===== src/rtl/fwd_hazard_scoreboard.sv =====
// Forwarding select and hazard/stall generation from a shadow pipeline of in-flight producers.
// Define FWD_PERF_CNT_EN to add the stall_cycles / fwd_events performance counters.
module fwd_hazard_scoreboard #(
   parameter int DEPTH   = 2,
   parameter int NUM_SRC = 2,
   parameter int REG_AW  = 5,
   parameter int RDY_W   = 2,
   parameter int SEL_W   = 2
) (
   input  logic                       clk,
   input  logic                       rst_n,
   input  logic                       ex_valid,
   input  logic                       ex_kill,
   input  logic                       ex_regwrite,
   input  logic [REG_AW-1:0]          ex_rd,
   input  logic [RDY_W-1:0]           ex_rdy_stage,
   input  logic [NUM_SRC*REG_AW-1:0]  ex_rs,
   output logic [NUM_SRC*SEL_W-1:0]   fwd_sel,
   output logic [NUM_SRC-1:0]         hazard_mask,
   output logic                       stall
`ifdef FWD_PERF_CNT_EN
   ,
   output logic [31:0]                stall_cycles,
   output logic [31:0]                fwd_events
`endif
);

   localparam logic [RDY_W-1:0] RDY_MAX = RDY_W'(DEPTH-1);

   logic [DEPTH-1:0]  slot_valid;
   logic [REG_AW-1:0] slot_rd  [DEPTH];
   logic [RDY_W-1:0]  slot_rdy [DEPTH];

   logic [REG_AW-1:0] rs_k;
   logic [SEL_W-1:0]  sel_k;
   logic              hz_k;
   logic              ins_valid;
   logic [RDY_W-1:0]  ins_rdy;

   // Scan oldest to youngest so the youngest matching slot has the final say.
   always_comb begin
      fwd_sel     = '0;
      hazard_mask = '0;
      rs_k        = '0;
      sel_k       = '0;
      hz_k        = 1'b0;
      for (int k = 0; k < NUM_SRC; k++) begin
         rs_k  = ex_rs[k*REG_AW +: REG_AW];
         sel_k = '0;
         hz_k  = 1'b0;
         for (int i = DEPTH-1; i >= 0; i--) begin
            if (slot_valid[i] && (slot_rd[i] == rs_k) && (rs_k != '0)) begin
               if (slot_rdy[i] <= RDY_W'(i)) begin
                  sel_k = SEL_W'(i+1);
                  hz_k  = 1'b0;
               end else begin
                  sel_k = '0;
                  hz_k  = 1'b1;
               end
            end
         end
         fwd_sel[k*SEL_W +: SEL_W] = sel_k;
         hazard_mask[k]            = hz_k;
      end
   end

   assign stall     = ex_valid & (|hazard_mask);
   assign ins_valid = ~stall & ex_valid & ~ex_kill & ex_regwrite & (ex_rd != '0);
   assign ins_rdy   = (ex_rdy_stage > RDY_MAX) ? RDY_MAX : ex_rdy_stage;

   always_ff @(posedge clk or negedge rst_n) begin
      if (!rst_n) begin
         slot_valid <= '0;
      end else begin
         slot_valid[0] <= ins_valid;
         for (int i = 1; i < DEPTH; i++) begin
            slot_valid[i] <= slot_valid[i-1];
         end
      end
   end

   // Payload is only meaningful alongside its valid bit, so it carries no reset.
   always_ff @(posedge clk) begin
      slot_rd[0]  <= ex_rd;
      slot_rdy[0] <= ins_rdy;
      for (int i = 1; i < DEPTH; i++) begin
         slot_rd[i]  <= slot_rd[i-1];
         slot_rdy[i] <= slot_rdy[i-1];
      end
   end

`ifdef FWD_PERF_CNT_EN
   always_ff @(posedge clk or negedge rst_n) begin
      if (!rst_n) begin
         stall_cycles <= '0;
         fwd_events   <= '0;
      end else begin
         if (stall && (stall_cycles != '1)) begin
            stall_cycles <= stall_cycles + 32'd1;
         end
         if ((|fwd_sel) && !stall && (fwd_events != '1)) begin
            fwd_events <= fwd_events + 32'd1;
         end
      end
   end
`endif

endmodule


===== config.mk =====
export PLATFORM = sky130hd
export DESIGN_NAME = fwd_hazard_scoreboard
export DESIGN_NICKNAME = d
export VERILOG_FILES = /design/src/rtl/fwd_hazard_scoreboard.sv
export SDC_FILE = /design/constraint.sdc
export NUM_CORES = 1
export LEC_CHECK = 0
export ABC_AREA = 1
export CAP_MARGIN = 10
export CORE_MARGIN = 5
export CORE_UTILIZATION = 47
export DETAILED_ROUTE_END_ITERATION = 10
export GPL_TIMING_DRIVEN = 0
export PLACE_DENSITY = 0.82
export SYNTH_ARGS = -nofsm -noshare
export SYNTH_HDL_FRONTEND = slang
export SYNTH_SLANG_ARGS = --single-unit

===== constraint.sdc =====
create_clock -name clk -period 2.7 [get_ports clk]
set_input_delay 0.54 -clock clk [delete_from_list [all_inputs] [get_ports clk]]
set_output_delay 0.54 -clock clk [all_outputs]
set_load 0.01 [all_outputs]

==> impl_metrics.env <==
export IMPL_multi_input_area_um2=440.4
export IMPL_crit_required_ns=2.16
export IMPL_peakVddDrop_mv=0.2832
export IMPL_syn_inst=135
export IMPL_cts_root_buf="clkbuf_4"
export IMPL_setup_worst_path_start="ex_rs[7]"
export IMPL_hp_start="slot_rdy[0][1]$_SDFF_PN0_"
export IMPL_path_max_fanout=3
export IMPL_power_uw=458.5
export IMPL_cts_tree="yes"
export IMPL_ys_warn_count=0
export IMPL_worst_setup_path_start_kind="input port"
export IMPL_reg2reg_slack_ns=1.41
export IMPL_drt_iter0_markers=16
export IMPL_clock_sinks=15
export IMPL_synth_top_cell_by_area="dfxtp_1"
export IMPL_synth_compound_area_share_pct=6.268
export IMPL_synth_avg_cell_area_um2=6.358
export IMPL_max_freq_ghz=0.3851
export IMPL_seq_area_um2=310.3
export IMPL_final_cell_mix="nand2_1 (47), inv_1 (18), clkdlybuf4s50_1 (17), dfxtp_1 (13), inv_2 (10)"
export IMPL_viasPerCell=4.656
export IMPL_min_path_cells=0
export IMPL_dr_pass1_iters=4
export IMPL_synth_seq_cells=15
export IMPL_n_fill_cell=165
export IMPL_chipHeight_um=52.74
export IMPL_area_growth_syn_to_layout_pct=39.21
export IMPL_portBuffers=28
export IMPL_fp_dieW_um=52.74
export IMPL_finClkSkew_ns=0.0005769
export IMPL_hold_buffers=0
export IMPL_r2r_start="slot_rd[0][3]$_DFF_P_"
export IMPL_synth_area_leaders="dfxtp_1 (30%), nand2_1 (21%), inv_1 (7.9%)"
export IMPL_grt_pass1_wl_mm=3.305
export IMPL_synthAdderAreaFrac_pct=0
export IMPL_diodes=0
export IMPL_cp_end_kind="primary output"
export IMPL_max_cap_violations=0
export IMPL_synth_top_family_by_area="simple AND/OR/NAND/NOR gates"
export IMPL_die_area_um2=2781
export IMPL_gp_congestion=0.8979
export IMPL_final_common_cell="nand2_1"
export IMPL_rsz0062_at_grt="true"
export IMPL_hp_class="reg -> reg"
export IMPL_worstRegToRegCells=9
export IMPL_synthMuxAreaShare_pct=0
export IMPL_p_leak_uw=0.0006603
export IMPL_synthDistinctLibCells=20
export IMPL_htreeDepth=1
export IMPL_period_share_pct=96.17
export IMPL_setup_violations_final=0
export IMPL_antenna_found_initial=0
export IMPL_start_util_pct=49.71
export IMPL_route_detailed_drc=0
export IMPL_row_count=15
export IMPL_synth_area_um2=858.3
export IMPL_power_density_nw_per_um2=383.7
export IMPL_fin_area_um2=1195
export IMPL_synthSimpleGateAreaFrac_pct=40.96
export IMPL_fin_nets=190
export IMPL_reg2reg_to="slot_valid[0]$_DFF_PN0_"
export IMPL_clockBufferDepth=2
export IMPL_grt_use_total_pct=16.40
export IMPL_clk_pin_slew_worst_paths_ns=0.08
export IMPL_slew_viol_final=0
export IMPL_syn_nets=157
export IMPL_place_hpwl_mm=1.648
export IMPL_postRouteAntennaNets=0
export IMPL_wire_per_inst_um=10.20
export IMPL_synth_top_area_share_pct=30.32
export IMPL_status="completed"
export IMPL_synth_seq_area_share_pct=36.15
export IMPL_path_class="in -> out"
export IMPL_worstSkewPairLatency_ns=0.28
export IMPL_grt_pass1_vias=886
export IMPL_drive_gt1_share_pct=18.56
export IMPL_synth_xor_area_share_pct=3.061
export IMPL_coreArea_um2=1727
export IMPL_cts_made_buffers=3
export IMPL_min_to="slot_rdy[0][3]$_DFF_P_"
export IMPL_tns_ns=0
export IMPL_finalCriticalPeriod_ns=2.597
export IMPL_grt_ovfl_total=0
export IMPL_num_vias=894
export IMPL_io_pins=29
export IMPL_drt_total_wl_mm=1.959
export IMPL_cts_setup_buffers=0
export IMPL_hold_violations=0
export IMPL_grt_max_degree=9
export IMPL_placed_area_um2=1170
export IMPL_cp_arrival_ns=2.06
==> synth_stat cells (all sizes together) <==
cell type,instances
nand2,50
inv,28
nor2,15
dfxtp,13
nand3,10
a21oi,4
nand4,3
xnor2,3
dfrtp,2
o211ai,2
a21boi,1
buf,1
conb,1
nor3,1
or2,1
==> flip-flops by register name (all words and copies together), names as in the netlist <==
register / count
slot_rd: 10
slot_valid: 2
slot_rdy: 3
==> worst max-delay path: stages <==
cell,delay (ns)
clkdlybuf4s50_1,0.50
inv_1,0.08
nand2_1,0.06
nand4_1,0.11
nor2_2,0.12
nand2_1,0.09
nand2_1,0.10
nand2_2,0.08
a21oi_2,0.13
clkdlybuf4s15_1,0.25
==> what timing repair did <==
action,4_1_cts,5_1_grt
pin swaps,1,1
endpoints found under the setup margin,7,3
resized for setup,9,6
cloned,0,0
hold endpoints to repair,0,0
==> kinds of logic after synthesis <==
kind of cell,after synthesis
AND/OR/NAND/NOR,80
buffers and inverters,29
flip-flops,15
AO/OA/AOI/OAI,7
XOR/XNOR,3
other,1
==> power by group <==
group,total (uW),internal [uW],switching (uW)
combinational,89.9,46.4,43.5
sequential,243,233,9.56
clock,126,57.3,68.5
==> routing by layer <==
layer	vias up	wire, um	track usage, %
li1	468	-	-
met1	381	807	16.47
met2	38	920	29.75
met3	7	194	5.983
met4	0	38	7.234
met5	-	0	0
==> how the worst max path moves through the flow <==
stage	end	slack, ns	cells past startpoint
2_1_floorplan	hazard_mask[1]	0.92	9
3_3_place_gp	stall	-0.17	10
3_5_place_dp	stall	-0.20	10
4_1_cts	fwd_sel[2]	0.02	8
5_1_grt	stall	-0.04	10
6_report	stall	0.10	10
==> final cells by class <==
type                            instances  share of cell area [%]
Clock buffer                            4                   2.199
Tap cell                               25                   2.618
Timing Repair Buffer                   28                   22.93
Inverter                               28                   8.796
Sequential cell                        15                   25.97
Buffer                                  1                  0.6283
Multi-Input combinational cell         91                   36.86
==> stage by stage <==
step / setup WS (ns) / hold slack (ns) / utilization (%) / std cells
floorplan: 0.9224 / 0.2444 / - / 135
global placement: -0.1703 / 0.3341 / 67.75 / 188
detailed placement: -0.2018 / 0.3377 / 67.75 / 188
CTS: 0.01688 / 0.3541 / 68.62 / 192
global route: -0.04106 / 0.3694 / 69.20 / 192
finish: 0.1033 / 0.3535 / 69.20 / 192
Note: power is estimated with default switching activity, not from simulation.
